**config.mk**
```make
export PLATFORM = sky130hd
export DESIGN_NAME = top_k_drain
export DESIGN_NICKNAME = d
export VERILOG_FILES = /design/src/rtl/top_k_drain.sv
export SDC_FILE = /design/constraint.sdc
export NUM_CORES = 1
export LEC_CHECK = 0
export CAP_MARGIN = 20
export CORE_ASPECT_RATIO = 1.4
export CORE_UTILIZATION = 54
export DETAILED_ROUTE_END_ITERATION = 16
export PLACE_DENSITY = 0.95
export SLEW_MARGIN = 20
export SYNTH_ARGS = -nofsm -noshare
export SYNTH_HDL_FRONTEND = slang
export SYNTH_SLANG_ARGS = --single-unit
```
**constraint.sdc**
```tcl
create_clock -name clk -period 10.7 [get_ports clk]
set_input_delay 2.14 -clock clk [delete_from_list [all_inputs] [get_ports clk]]
set_output_delay 2.14 -clock clk [all_outputs]
set_load 0.03 [all_outputs]
```
**src/rtl/top_k_drain.sv**
```systemverilog
// Read-out stage of the top-k chain: snapshots every unit when the end marker leaves
// the last unit, streams the K values (unit 0 first) and then pulses the chain clear.
module top_k_drain #(
  parameter int INTEGER_SIZE = 32,
  parameter int K            = 8,
  parameter int CLEAR_CYCLES = 2*K+2
) (
  input  logic                      clk,
  input  logic                      rst_n,
  input  logic [K*INTEGER_SIZE-1:0] reg_TDATA,
  input  logic [K-1:0]              reg_TVALID,
  input  logic                      chain_done,
  output logic                      chain_en,
  output logic                      clear_out,
  output logic [INTEGER_SIZE-1:0]   tx_data_TDATA,
  output logic                      tx_data_TVALID,
  output logic                      tx_data_TLAST,
  input  logic                      tx_data_TREADY,
  output logic                      busy,
  output logic                      overrun
);

  localparam int IDX_W = (K > 1) ? $clog2(K) : 1;
  localparam int CNT_W = (CLEAR_CYCLES > 1) ? $clog2(CLEAR_CYCLES) : 1;
  localparam logic [IDX_W-1:0] LAST_IDX = IDX_W'(K-1);
  localparam logic [CNT_W-1:0] CNT_LOAD = CNT_W'(CLEAR_CYCLES-1);

  typedef enum logic [1:0] {
    S_IDLE,
    S_CAPTURE,
    S_SEND,
    S_CLEAR
  } state_t;

  state_t                    r_state;
  state_t                    w_state_next;
  logic [IDX_W-1:0]          r_idx;
  logic [IDX_W-1:0]          w_idx_next;
  logic [CNT_W-1:0]          r_cnt;
  logic [CNT_W-1:0]          w_cnt_next;
  logic                      r_overrun;
  logic [K*INTEGER_SIZE-1:0] r_snap;
  logic                      w_send;

  always_ff @(posedge clk or negedge rst_n) begin
    if (!rst_n) begin
      r_state <= S_IDLE;
      r_idx   <= '0;
      r_cnt   <= '0;
    end else begin
      r_state <= w_state_next;
      r_idx   <= w_idx_next;
      r_cnt   <= w_cnt_next;
    end
  end

  always_comb begin
    w_state_next = r_state;
    w_idx_next   = r_idx;
    w_cnt_next   = r_cnt;
    case (r_state)
      S_IDLE: begin
        if (chain_done) begin
          w_state_next = S_CAPTURE;
        end
      end
      S_CAPTURE: begin
        w_state_next = S_SEND;
        w_idx_next   = '0;
      end
      S_SEND: begin
        if (tx_data_TREADY) begin
          if (r_idx == LAST_IDX) begin
            w_state_next = S_CLEAR;
            w_cnt_next   = CNT_LOAD;
          end else begin
            w_idx_next = r_idx + 1'b1;
          end
        end
      end
      S_CLEAR: begin
        if (r_cnt == '0) begin
          w_state_next = S_IDLE;
        end else begin
          w_cnt_next = r_cnt - 1'b1;
        end
      end
      default: begin
        w_state_next = S_IDLE;
      end
    endcase
  end

  // Snapshot is deliberately left out of reset so an abandoned packet's data survives.
  always_ff @(posedge clk) begin
    if (r_state == S_CAPTURE) begin
      for (int i = 0; i < K; i++) begin
        r_snap[i*INTEGER_SIZE +: INTEGER_SIZE] <=
          reg_TVALID[i] ? reg_TDATA[i*INTEGER_SIZE +: INTEGER_SIZE] : '0;
      end
    end
  end

  always_ff @(posedge clk or negedge rst_n) begin
    if (!rst_n) begin
      r_overrun <= 1'b0;
    end else if (chain_done && (r_state != S_IDLE)) begin
      r_overrun <= 1'b1;
    end
  end

  assign w_send         = (r_state == S_SEND);
  assign tx_data_TVALID = w_send;
  assign tx_data_TDATA  = w_send ? r_snap[int'(r_idx)*INTEGER_SIZE +: INTEGER_SIZE] : '0;
  assign tx_data_TLAST  = w_send && (r_idx == LAST_IDX);
  assign busy           = (r_state != S_IDLE);
  assign chain_en       = (r_state == S_IDLE) || (r_state == S_CLEAR);
  // The counter still holds its load value only during the first CLEAR cycle.
  assign clear_out      = (r_state == S_CLEAR) && (r_cnt == CNT_LOAD);
  assign overrun        = r_overrun;

  a_idx_bound: assert property (@(posedge clk) disable iff (!rst_n) r_idx <= LAST_IDX);

  a_axis_hold: assert property (@(posedge clk) disable iff (!rst_n)
    (tx_data_TVALID && !tx_data_TREADY) |=>
      (tx_data_TVALID && $stable(tx_data_TDATA) && $stable(tx_data_TLAST)));

  a_clear_pulse: assert property (@(posedge clk) disable iff (!rst_n)
    (clear_out && (CLEAR_CYCLES > 1)) |=> !clear_out);

endmodule

```
# After elaboration in Yosys (flattened, before gate mapping)
# Index checks and enable logic that the tools add are counted.
[totals]
reg_bits = 267
inputBits = 268
out_inout_bits = 38
wordCells = 51
[classes]
n_addsub = 2
eq_ne = 11
n_shift = 1
mux = 13
reduce_logical = 12
[ops]
columns = ["operator", "n"]
rows = [
  ["variable part select 256 x 9 -> 32 bit", 1],
  ["two-way mux 32 bit", 1],
  ["two-way mux 5 bit", 3],
  ["!= test 2 bit, second input constant", 5],
  ["one-hot mux 5 bit (2 select lines)", 1],
  ["two-way mux 2 bit", 4],
  ["one-hot mux 2 bit (4 select lines)", 1],
  ["AND reduction 4 bit", 2],
  ["two-way mux 3 bit", 2],
  ["one-hot mux 3 bit (2 select lines)", 1],
  ["nonzero test 2 bit", 3],
  ["== test 5 bit, second input constant", 1],
  ["logical NOT 5 bit", 1],
  ["subtractor 5 x 1 -> 5 bit, second input constant", 1],
  ["== test 2 bit, second input constant", 2],
  ["adder 3 x 1 -> 3 bit, second input constant", 1],
  ["== test 3 bit, second input constant", 1],
  ["logical AND 1 bit", 3],
  ["AND reduction 3 bit", 1],
  ["== test 2 x 1 -> 1 bit, second input constant", 1],
  ["logical NOT 2 bit", 1],
  ["!= test 2 x 1 -> 1 bit, second input constant", 1],
  ["logical OR 1 bit", 1],
]

# Logic depth before layout (Yosys ltp)
# Gate-level depths: netlist (run 1).
[logic_depth]
word_depth = 4
depth_mapped = 6
depth_no_buf = 5

# Worst setup path before layout (run 1)
# No wires, ideal clock.
[synth_timing]
path_kind = "register to register"
start = "register r_state[1]"
end = "register r_idx[1]"
setup_ns = 0.135
arrival_ns = 6.927
required_time_ns = 10.565
slack_ns = 3.638
stages_incl_launch_ff = 5
path_buffers = 0
period_less_slack_ns = 7.062
path_cell_list = "dfrtp_1 > inv_1 > ha_1 > nand2b_1 > mux2i_1"
[synth_via]
elab_chain_len = 3
word_cells_on_any_way = 7
classes_between = "4 x eq/ne; 1 x mux; 2 x reduce/logical"
[synth_lines]
columns = ["element", "line_no", "source"]
rows = [
  ["start, declared", "35", "state_t r_state;"],
  ["start signal, assigned", "51", "r_state <= w_state_next;"],
  ["== test 2 bit or == test 2 x 1 -> 1 bit (tied branches)", "61", "case (r_state)"],
  ["!= test 2 bit (no source line) or nonzero test 2 bit (tied branches)", "-", ""],
  ["AND reduction 3 bit (no source line)", "-", ""],
  ["end signal, assigned", "52", "r_idx <= w_idx_next;"],
  ["end, declared", "37", "logic [IDX_W-1:0] r_idx;"],
]
# Several ways; a longest one is shown, not always the timed one.
# A chain may end at the register's enable or synchronous reset.

# Final worst setup path (run 1)
[layout_timing]
start = "register r_idx[2]"
end = "output tx_data_TDATA[1]"
[layout_via]
elab_chain_len = 2
[layout_lines]
columns = ["element", "line_no", "source"]
rows = [
  ["variable part select 256 x 9 -> 32 bit", "114", "assign tx_data_TDATA = w_send ? r_snap[int'(r_idx)*INTEGER_SIZE +: INTEGER_SIZE] : '0;"],
  ["two-way mux 32 bit", "114", ""],
  ["end, declared", "15", "output logic [INTEGER_SIZE-1:0] tx_data_TDATA,"],
]
# No other way between the ends.

==> results by stage, run 1 <==
Outcome:
- The flow ran to the end, and the final reports show no timing, DRC or antenna violations.

Global route:
- The first global-routing pass estimated 48800 um of wire.
- Global routing finished with a remaining overflow of 0.
- The maximum number of pins on one net before global-route repair is 93.
- The number of global-route vias before repair is 8666.
- The initial antenna violation count is 8.
- In the global route stage, overall resource usage came out at 28.4%.

Setup path:
- The data required time of the worst path is ~8.6 ns.
- The signal on the critical path passes through buf_4 -> mux4_1 -> o22ai_1 -> nor2_1 -> clkdlybuf4s50_1.
- In this run the critical register-to-register path is launched from r_state[1]$_DFFE_PN0P_.
- The critical path in this run is classified as flip-flop to output pin.
- The type of element capturing the critical path is an output pin.
- The slowest stage of the critical path belongs to the cell dfrtp_4.
- The critical path startpoint category is a flip-flop.
- The endpoint of the worst register-to-register path is r_snap[13]$_SDFFCE_PN0N_.
- The register-to-register path setup slack is 8.05 ns.
- The worst reg2reg path depth is 4.
- The peak per-stage delay on the critical path is between 0.8 and 0.9 ns.
- In this run the worst path has a maximum fanout of 54.
- STA puts the critical path data arrival time at 3.45 ns.

Synthesis:
- The cell type with the highest aggregate area in the netlist is edfxtp_1.
- Of the synthesized area, sequential elements account for between 60% and 70%.
- Averaged over all synthesized cells, the footprint is 14.8 um^2.
- During synthesis, Yosys emitted a total of 0 warnings.
- Counting flops with a built-in enable in the synthesized netlist gives approximately 260.
- The netlist uses 43 different library cells.
- The number of instances in the synthesized netlist is slightly above 800.
- By area the synthesized netlist is led by edfxtp_1 63%, and2_1 13%, mux2_2 5.9%.
- The count of state elements after synthesis is approximately 270.
- Of the post-synthesis cell area, the dominant cell type holds ~63%.
- The synthesized cell area is 12200 um^2.
- Synthesis produced a netlist with a net count of about 1100.
- The share of async-settable or async-resettable flops after synthesis is 4.12%.
- The most used flip-flop cell after synthesis is edfxtp_1.

Min path:
- The worst min-delay path category is flip-flop to flip-flop.
- The end point of the worst hold path is overrun$_DFFE_PN0P_.
- The worst hold path begins at overrun$_DFFE_PN0P_.
- Counting instances, the worst hold path has a depth of 1.

Cells and area:
- The proportion of layout cells with a drive suffix above 1 is 12.5%.
- The net total in the final layout is 1390.
- The most frequent standard cell in the layout excluding fill and tap cells is clkdlybuf4s50_1.
- The number of standard cells in the layout, taps in and fillers out is roughly 1400.
- The area overhead of the layout relative to synthesis is 32.9%.
- The library cells used most frequently in the layout, excluding fill and tap cells, are 302 x clkdlybuf4s50_1, 257 x and2_1, 256 x edfxtp_1.

Floorplan:
- The width of the die is roughly 130 um.
- The area of the core is between 20000 and 25000 um^2.
- The die covers about 23000 um^2.
- The number of standard-cell rows in the floorplan is between 60 and 70.
- The initial core utilization is between 50% and 60%.
- The vertical die dimension is between 150 and 200 um.
- During I/O placement, the number of pins put on the boundary was roughly 310.

Timing:
- Setup violations remaining at the end of the flow were counted as 0.
- The number of pins with negative max-slew slack in the final report is 0.
- The summed negative setup slack over all endpoints is 0 ns.
- The maximum clock skew at final layout is between 0.007 and 0.008 ns.
- The highest achievable clock rate is ~180 MHz.
- In this run the tightest slew margin relative to its limit is between 20 and 30%.
- The count of endpoints failing hold in the final timing report is 0.
- The routed design could run at a clock period as short as approximately 5.6 ns.
- Setup repair after global routing left no endpoint under its margin.
- The actual slew at the worst max-slew pin is between 1 and 1.5 ns.
- The tightest hold path in the finished design has a slack of about 0.48 ns.
- Dividing the final minimum period by the clock period gives a little over half.
- Across all setup checks in the final design, the least slack found is 5.11 ns.

Clocking:
- Clock tree synthesis found a total of ~270 sinks.
- After clock tree synthesis, the repair step resized 0 gates.
- The clock tree root driver cell is clkbuf_16.
- The source-to-sink clock delay at the later pin of the worst-skew pair is ~0.52 ns.
- The maximum level of the CTS H-tree is 1.
- The number of CTS-inserted buffers is 25.
- TritonCTS built the clock tree.
- Clock-pin slew was measured on the worst setup and hold paths at roughly 0.070 ns.
- Hold repair after CTS inserted 0 buffers.
- Counting along the longest clock path gives a buffer depth of 3.
- The number of setup buffers added after CTS is 0.

Routing:
- The count of nets left with antenna violations once routing finished came out at 0.
- The top metal layer carrying routed signals is met4.
- After detailed routing, the total wire length is about 32000 um.
- The number of design rule violations left after detail routing is 0.
- The detailed-route wire length on metal 1 is 11500 um.
- The violation count after the first detailed-route iteration is approximately 520.
- The routed design uses ~17000 um of met2 wire.
- Before antenna repair, the detailed router went through 5 iterations.
- Detailed routing inserted a total of around 8000 vias.
- The average wire per standard cell is between 20 and 25 um.
- In the detailed route, the total length drawn on met3 is about 1800 um.
- The average via count per standard cell is 5.55.

Placed design:
- The weighted congestion reported at the end of routability-driven placement is roughly 0.9.
- The post-DP HPWL is roughly 23000 um.
- The count of port buffers added during placement is slightly above 300.
- The worst setup slack before clock tree synthesis is 5.40 ns.
- Counting tap cells, the placed design contains a total of 1383 instances.

Run:
- Max-cap violations in this run came to 0.

Power and ir drop:
- VDD sags by at most 0.131 mV.
- Summed over all cells, the static leakage comes to between 5 and 6 nW.
- The power density relative to cell area is roughly 230 nW/um^2.
- Overall power consumption after layout is estimated at roughly 3.7 mW.
## routing by layer
metal | up-vias | track usage, %
met2 | 374 | 49.5
met3 | 117 | 3.98
met4 | 0 | 17.3
met5 | - | 0
met1 | 3887 | 32.8
li1 | 3608 | -
## synth_stat cells, types with 2 or more instances
| library cell | instances |
|---|---|
| mux2_2 | 64 |
| mux2i_1 | 5 |
| dfrtp_1 | 11 |
| ha_1 | 8 |
| nor2_1 | 34 |
| o21ai_0 | 35 |
| nor2b_1 | 3 |
| nand2b_1 | 3 |
| clkbuf_1 | 31 |
| buf_2 | 14 |
| o41ai_1 | 2 |
| o22ai_1 | 32 |
| edfxtp_1 | 256 |
| buf_4 | 3 |
| mux4_1 | 5 |
| a21o_1 | 2 |
| a21oi_1 | 2 |
| nand2_1 | 2 |
| buf_12 | 2 |
| mux4_2 | 27 |
| inv_1 | 8 |
| and2_1 | 257 |
## critical path: cells and delay by family (launching register included)
kind | cells | cell delay (ns)
compound gates | 1 | 0.25
flops | 1 | 0.84
mux | 1 | 0.43
buf+inv | 2 | 1.32
simple gates | 1 | 0.08
## layout make-up
class | instances | area (um^2)
well taps | 297 | 372
diodes | 10 | 25.0
flip-flops and latches | 267 | 7970
repair buffers | 313 | 3120
clock inverters | 14 | 123
multi-input cells | 499 | 3980
fillers | 1363 | 5760
clock buffers | 31 | 648
inverters | 8 | 30.0
## flip-flops by register name, indices dropped and copies added (netlist names)
signal	cells
r_snap	256
r_cnt	5
r_idx	3
r_state	2
overrun	1
## worst max-delay path by stage
stage                           start                   end  slack [ns]
2_1_floorplan  r_state[1]$_DFFE_PN0P_  r_idx[1]$_DFFE_PN0P_        3.64
6_report         r_idx[2]$_DFFE_PN0P_      tx_data_TDATA[1]        5.11
3_3_place_gp     r_idx[1]$_DFFE_PN0P_      tx_data_TDATA[2]        5.57
3_5_place_dp     r_idx[1]$_DFFE_PN0P_      tx_data_TDATA[2]        5.40
4_1_cts          r_idx[1]$_DFFE_PN0P_      tx_data_TDATA[2]        4.86
5_1_grt          r_idx[2]$_DFFE_PN0P_      tx_data_TDATA[1]        4.99
## metrics by stage
| step | util (%) | instance area (um^2) |
|---|---|---|
| finish | 73.8 | 16300 |
| detailed placement | 70.2 | 15400 |
| global route | 73.8 | 16300 |
| global placement | 70.2 | 15400 |
| CTS | 73.7 | 16200 |
| floorplan | - | 12200 |
## cell families after synthesis
logic type	synth area share, %
xor gates and xnor gates	0.0716
buffers and inverters	2.53
AOI/OAI and AO/OA	4.02
DFF	65.1
adders and majority gates	0.818
and+or+nand+nor	15.1
muxes	12.3
## power by group
| part | switching [mW] | leakage, nW | total (mW) | internal, mW |
|---|---|---|---|---|
| combinational | 0.690 | 2.68 | 1.20 | 0.512 |
| sequential | 0.101 | 2.57 | 1.63 | 1.53 |
| clock | 0.375 | 0.373 | 0.853 | 0.478 |
Power figures use the tool's default switching activity.
==> run 2, diff against run 1 <==
CORE_UTILIZATION = 45   (was 54)
PLACE_DENSITY = 0.85   (was 0.95)
clock period = 4.93 ns   (was 10.7 ns; I/O delays follow)
==> results by stage, run 2 (synthesis gave the netlist of run 1 again) <==
Clocking:
- The clock sink count was 267 (unchanged).
- The clock transition at the registers of the reported paths is 0.06 ns (was 0.07 ns).
- The number of CTS-inserted buffers is 27 (was 25).
- The TritonCTS clock tree is yes (unchanged).
- The clock tree root driver cell is clkbuf_16 (unchanged).
- The maximum level of the CTS H-tree is 1 (unchanged).
- The source-to-sink clock delay at the later pin of the worst-skew pair is 0.52 ns (about the same).
- The number of setup buffers added after CTS is 0 (unchanged).
- The post-cts repair resize count is 0 (unchanged).
- The maximum buffer depth of the clock tree is 3 (unchanged).
- The post-cts hold buffer count is 0 (unchanged).

Floorplan:
- The initial core utilization is 45.6% (was 55.6%).
- The I/O pin count is 306 (unchanged).
- The area of the core came to 26800 um^2 (was 22000 um^2).
- The die footprint is 27900 um^2 (was 23300 um^2).
- The number of standard-cell rows in the floorplan is 71 (was 64).
- The vertical die dimension was 197 um (was 180 um).
- The width of the die is 141 um (was 129 um).

Placed design:
- The placement-stage cell area was 15600 um^2 (was 15400 um^2).
- The post-DP HPWL is 22400 um (was 22700 um).
- The weighted congestion reported at the end of routability-driven placement came to 0.900 (was 0.901).
- The post-placement cell count is 1460 (was 1383).
- The worst setup slack before clock tree synthesis is 1.37 ns (was 5.40 ns).
- The count of port buffers added during placement came to 305 (unchanged).

Cells and area:
- Top library cells by usage in the layout, fill and taps aside: 299 x clkdlybuf4s50_1, 257 x and2_1, 256 x edfxtp_1 (was 302 x clkdlybuf4s50_1, 257 x and2_1, 256 x edfxtp_1).
- Largest registers: r_snap (256), r_cnt (5), r_idx (3) (unchanged).
- The area overhead of the layout relative to synthesis came to 35.0% (was 32.9%).
- The most frequent standard cell in the layout excluding fill and tap cells is clkdlybuf4s50_1 (unchanged).
- The fraction of the core area covered by cells at the end of the flow is 61.6% (was 73.8%).
- The net total in the final layout is 1400 (was 1390).
- The total non-filler cell area in the finished layout was 16500 um^2 (was 16300 um^2).
- The number of flip-flops in the largest register is 256 (unchanged).
- The number of standard cells in the layout, taps in and fillers out came to 1516 (was 1439).
- The proportion of layout cells with a drive suffix above 1 was 13.9% (was 12.5%).
- The register containing the most flip-flops in the final layout is r_snap (unchanged).

Setup path:
- The top fanout value on the critical path came to 40 (was 54).
- The kind of critical path is flip-flop to output pin (unchanged).
- The worst reg2reg path depth was 3 (was 4).
- The type of element capturing the critical path is an output pin (unchanged).
- The arrival time at the worst endpoint is 3.07 ns (was 3.45 ns).
- The critical path startpoint category is a flip-flop (unchanged).
- The data required time of the worst path is 3.94 ns (was 8.56 ns).

Power and ir drop:
- The worst supply voltage drop on vdd is 0.257 mV (was 0.131 mV).
- The overall power is 8.26 mW (was 3.69 mW).
- The design internal power was 5.70 mW (was 2.52 mW).
- The switching part of the total power came to 31.0% (was 31.6%).
- The net switching component of the power came to 2.56 mW (was 1.17 mW).
- The power share of the combinational group was 31.9% (was 32.6%).
- The reported leakage power is 5.72 nW (was 5.63 nW).
- The power density relative to cell area is 500 nW/um^2 (was 227 nW/um^2).
- The register share of total power was 42.5% (was 44.3%).
- The clock network fraction of total power is 25.5% (was 23.1%).

Routing:
- The total number of vias is 7920 (was 7986).
- The number of nets with antenna violations after routing is 0 (unchanged).
- The number of design rule violations left after detail routing is 0 (unchanged).
- The average wire per standard cell is 20.9 um (was 22.3 um).
- The wire length reported by the detailed router was 31700 um (was 32100 um).
- The first-pass iteration count of the detailed router is 7 (was 5).
- The violation count after the first detailed-route iteration is 439 (was 521).
- The average via count per standard cell is 5.22 (was 5.55).

Global route:
- The initial antenna violation count came to 10 (was 8).
- The total global routing overflow was 0 (unchanged).
- The number of global-route vias before repair was 8207 (was 8666).
- The maximum number of pins on one net before global-route repair is 77 (was 93).
- The total track usage is 22.5% (was 28.4%).
- The first-pass GRT wire length is 46800 um (was 48800 um).

Timing:
- Setup repair after global routing missed its margin: no (unchanged).
- The normalized max-slew margin is 29.6% (was 27.6%).
- The actual slew at the worst max-slew pin was 1.06 ns (was 1.08 ns).
- The final-layout worst hold slack was 0.516 ns (was 0.478 ns).
- After layout, the minimum clock period comes to about 4 ns.
- The maximum clock skew at final layout is 0.00942 ns (was 0.00798 ns).
- The count of endpoints failing hold in the final timing report is 0 (unchanged).
- The number of pins with negative max-slew slack in the final report is 0 (unchanged).
- The post-route worst setup slack is 0.876 ns (was 5.11 ns).
- The count of endpoints failing setup in the final report is 0 (unchanged).
- The final clock period utilization by the worst path is around 82%.
- The highest achievable clock rate is 247 MHz.
- The summed negative setup slack over all endpoints was 0 ns (unchanged).

Min path:
- The worst min-delay path category is flip-flop to flip-flop (unchanged).
- The worst hold path stage count is 1 (unchanged).

Outcome:
- Run status: completed (unchanged).

Run:
- The count of maximum capacitance violations came to 0 (unchanged).
## run 2: final timing paths
path,start,endpoint,slack (ns)
worst max-delay path,r_idx[2]$_DFFE_PN0P_,tx_data_TDATA[29],0.88
worst min-delay path,overrun$_DFFE_PN0P_,overrun$_DFFE_PN0P_,0.52
worst max register to register,r_state[1]$_DFFE_PN0P_,r_snap[68]$_SDFFCE_PN0N_,2.46
worst min register to register,overrun$_DFFE_PN0P_,overrun$_DFFE_PN0P_,0.52
max in group asynchronous,rst_n,r_idx[2]$_DFFE_PN0P_,3.71
min in group asynchronous,rst_n,overrun$_DFFE_PN0P_,0.81
## run 2: area by class of cell
type                            instances  area [um^2]
Inverter                                8         30.0
Timing Repair Buffer                  321         3160
Antenna cell                           10         25.0
Tap cell                              365          457
Sequential cell                       267         7970
Clock inverter                         16          220
Fill cell                            2052        10300
Clock buffer                           30          687
Multi-Input combinational cell        499         3980
## run 2: power groups by stage
stage               combinational, mW  clock (mW)  sequential [mW]
floorplan                        1.67           0             3.55
global placement                 2.59           0             3.51
detailed placement               2.65           0             3.55
CTS                              2.66        2.14             3.51
global route                     2.81        2.23             3.56
finish                           2.64        2.11             3.51
## run 2: critical path, stage by stage, from the launching register on
cell	delay [ns]
dfrtp_4	0.79
buf_4	0.44
mux2_2	0.38
o21ai_0	0.22
nor2_1	0.08
clkdlybuf4s50_1	0.60
## run 2: routing by layer
metal | track usage, % | up-vias | routed length [um]
met2 | 38.9 | 315 | 16000
met4 | 12.2 | 0 | 1670
met3 | 2.38 | 92 | 1460
met5 | 0 | - | 0
met1 | 27.7 | 3884 | 12500
li1 | - | 3629 | -
==> run 3, diff against run 2 <==
CORE_UTILIZATION = 50   (was 45)
PLACE_DENSITY = 0.89   (was 0.85)
clock period = 4 ns   (was 4.93 ns; I/O delays follow)
==> results by stage, run 3 (synthesis gave the netlist of run 1 again) <==
Timing:
- The normalized max-slew margin is 29.8% (was 29.6%).
- After layout, the worst path uses between 90% and 100% of the clock period.
- The number of pins with negative max-slew slack in the final report is 0 (unchanged).
- The post-route worst setup slack is 0.247 ns (was 0.876 ns).
- The actual slew at the worst max-slew pin is 1.05 ns (was 1.06 ns).
- The final-layout worst hold slack is 0.472 ns (was 0.516 ns).
- The maximum clock skew at final layout is 0.0139 ns (was 0.00942 ns).
- Setup repair after global routing missed its margin: no (unchanged).
- The highest achievable clock rate is ~270 MHz.
- The summed negative setup slack over all endpoints is 0 ns (unchanged).
- The count of endpoints failing setup in the final report is 0 (unchanged).
- The shortest period the worst path allows is 3.75 ns.
- The count of endpoints failing hold in the final timing report is 0 (unchanged).

Routing:
- The average via count per standard cell is 5.42 (was 5.22).
- The total number of vias is 7946 (was 7920).
- The wire length reported by the detailed router is 31500 um (was 31700 um).
- The violation count after the first detailed-route iteration is 564 (was 439).
- The average wire per standard cell is 21.5 um (was 20.9 um).
- The first-pass iteration count of the detailed router is 6 (was 7).
- The number of design rule violations left after detail routing came to 0 (unchanged).
- The number of nets with antenna violations after routing was 0 (unchanged).

Global route:
- The initial antenna violation count came to 19 (was 10).
- The total track usage was 25.2% (was 22.5%).
- The maximum number of pins on one net before global-route repair is 86 (was 77).
- The first-pass GRT wire length is 47500 um (was 46800 um).
- The number of global-route vias before repair was 8428 (was 8207).
- The total global routing overflow is 0 (unchanged).

Outcome:
- Run status: completed (unchanged).

Setup path:
- The buffer and inverter count on the worst path is 2 (unchanged).
- The top fanout value on the critical path is 23 (was 40).
- The kind of critical path is flip-flop to output pin (unchanged).
- The data required time of the worst path was 3.20 ns (was 3.94 ns).
- The critical path's slowest cell is dfrtp_4 (unchanged).
- The type of element capturing the critical path is an output pin (unchanged).
- Crit path cell chain: buf_4 -> mux4_1 -> o22ai_1 -> nor2_1 -> clkdlybuf4s50_1 (was buf_4 -> mux2_2 -> o21ai_0 -> nor2_1 -> clkdlybuf4s50_1).
- The critical path startpoint category is a flip-flop (unchanged).
- The peak per-stage delay on the critical path was 0.70 ns (was 0.79 ns).
- The arrival time at the worst endpoint is 2.95 ns (was 3.07 ns).
- The family of cells with the greatest summed delay on the critical path is buffers and inverters (unchanged).

Cells and area:
- Largest registers: r_snap (256), r_cnt (5), r_idx (3) (unchanged).
- The register containing the most flip-flops in the final layout is r_snap (unchanged).
- The total non-filler cell area in the finished layout was 16400 um^2 (was 16500 um^2).
- The fraction of the core area covered by cells at the end of the flow is 68.6% (was 61.6%).
- The number of flip-flops in the largest register is 256 (unchanged).
- The proportion of layout cells with a drive suffix above 1 is 13.7% (was 13.9%).
- The area overhead of the layout relative to synthesis is 34.5% (was 35.0%).
- Top library cells by usage in the layout, fill and taps aside: 298 x clkdlybuf4s50_1, 257 x and2_1, 256 x edfxtp_1 (was 299 x clkdlybuf4s50_1, 257 x and2_1, 256 x edfxtp_1).
- The most frequent standard cell in the layout excluding fill and tap cells is clkdlybuf4s50_1 (unchanged).
- The net total in the final layout came to 1398 (was 1400).

Power and ir drop:
- The register share of total power is 43.7% (was 42.5%).
- The clock network fraction of total power was 24.5% (was 25.5%).
- The power share of the combinational group is 31.8% (was 31.9%).
- The worst supply voltage drop on vdd is 0.392 mV (was 0.257 mV).
- The design internal power is 6.96 mW (was 5.70 mW).
- The switching part of the total power is 30.7% (was 31.0%).
- The power density relative to cell area is 610 nW/um^2 (was 500 nW/um^2).
- The reported leakage power is 5.71 nW (was 5.72 nW).
- The net switching component of the power is 3.08 mW (was 2.56 mW).

Placed design:
- The weighted congestion reported at the end of routability-driven placement was 0.927 (was 0.900).
- The post-DP HPWL was 22400 um (about the same).
- The count of port buffers added during placement is 305 (unchanged).
- The placement-stage cell area is 15600 um^2 (about the same).
- The worst setup slack before clock tree synthesis came to 0.557 ns (was 1.37 ns).

Run:
- The count of maximum capacitance violations is 0 (unchanged).

Clocking:
- The maximum buffer depth of the clock tree is 3 (unchanged).
- The maximum level of the CTS H-tree is 1 (unchanged).
- The post-cts repair resize count is 0 (unchanged).
- The source-to-sink clock delay at the later pin of the worst-skew pair is 0.51 ns (was 0.52 ns).
- The clock tree root driver cell is clkbuf_16 (unchanged).
- The number of setup buffers added after CTS is 0 (unchanged).
- The post-cts hold buffer count is 0 (unchanged).
- The TritonCTS clock tree is yes (unchanged).
- The number of CTS-inserted buffers is 26 (was 27).
- The clock transition at the registers of the reported paths was 0.06 ns (about the same).
- The clock sink count is 267 (unchanged).

Floorplan:
- The area of the core is 24000 um^2 (was 26800 um^2).
- The initial core utilization was 51.0% (was 45.6%).
- The die footprint is 25100 um^2 (was 27900 um^2).
- The vertical die dimension is 187 um (was 197 um).
- The number of standard-cell rows in the floorplan is 67 (was 71).
- The width of the die is 134 um (was 141 um).
- The I/O pin count is 306 (unchanged).

Min path:
- The worst min-delay path category is flip-flop to flip-flop (unchanged).
run 3: cell count changes in the layout (fill, tap and decap cells not counted), moves of 2 or more:
cell | before | now
clkinvlp_4 | 3 | 1
buf_4 | 15 | 13
clkinv_2 | 2 | 5
diode_2 | 10 | 20
clkinv_4 | 2 | 0
buf_12 | 1 | 4
run 3: worst reg2reg max path: stages (launching register included):
cell	delay (ns)
dfrtp_1	0.44
inv_1	0.12
ha_1	0.39
buf_4	0.38
a21boi_0	0.53
o21ai_0	0.19
o311a_1	0.14
run 3: power groups by stage:
stage	clock [mW]	sequential [mW]	combinational [mW]
floorplan	0	4.32	2.06
global placement	0	4.38	3.11
finish	2.46	4.39	3.20
global route	2.59	4.46	3.42
detailed placement	0	4.44	3.18
CTS	2.50	4.39	3.20
run 3: layout make-up:
| cell class | instances | area [um^2] |
|---|---|---|
| diodes | 20 | 50.0 |
| well taps | 310 | 388 |
| clock buffers | 31 | 691 |
| clock inverters | 12 | 160 |
| repair buffers | 320 | 3190 |
| inverters | 8 | 30.0 |
| fillers | 1683 | 7530 |
| multi-input cells | 499 | 3980 |
| flip-flops and latches | 267 | 7970 |
run 3: metal layers:
layer	vias to the layer above	wire length [um]	GRT usage [%]
met5	-	0	0
met4	0	1680	15.0
met3	85	1740	3.44
met2	344	16100	42.3
met1	3885	12000	31.1
li1	3632	-	-
run 3: worst paths after layout:
| check | start | to | slack (ns) | cells past startpoint |
|---|---|---|---|---|
| worst max-delay path | r_idx[1]$_DFFE_PN0P_ | tx_data_TDATA[3] | 0.25 | 5 |
| worst min-delay path | overrun$_DFFE_PN0P_ | overrun$_DFFE_PN0P_ | 0.47 | 1 |
| worst max register to register | r_state[0]$_DFFE_PN0P_ | r_cnt[0]$_DFFE_PN0P_ | 1.68 | 6 |
| worst min register to register | overrun$_DFFE_PN0P_ | overrun$_DFFE_PN0P_ | 0.47 | 1 |
| max in group asynchronous | rst_n | r_idx[1]$_DFFE_PN0P_ | 2.94 | 1 |
| min in group asynchronous | rst_n | overrun$_DFFE_PN0P_ | 0.64 | 1 |
run 3: stage by stage:
| step | power [mW] | std cells |
|---|---|---|
| floorplan | 6.38 | 827 |
| global placement | 7.50 | 1404 |
| detailed placement | 7.62 | 1404 |
| CTS | 10.1 | 1447 |
| global route | 10.5 | 1467 |
| finish | 10.0 | 1467 |
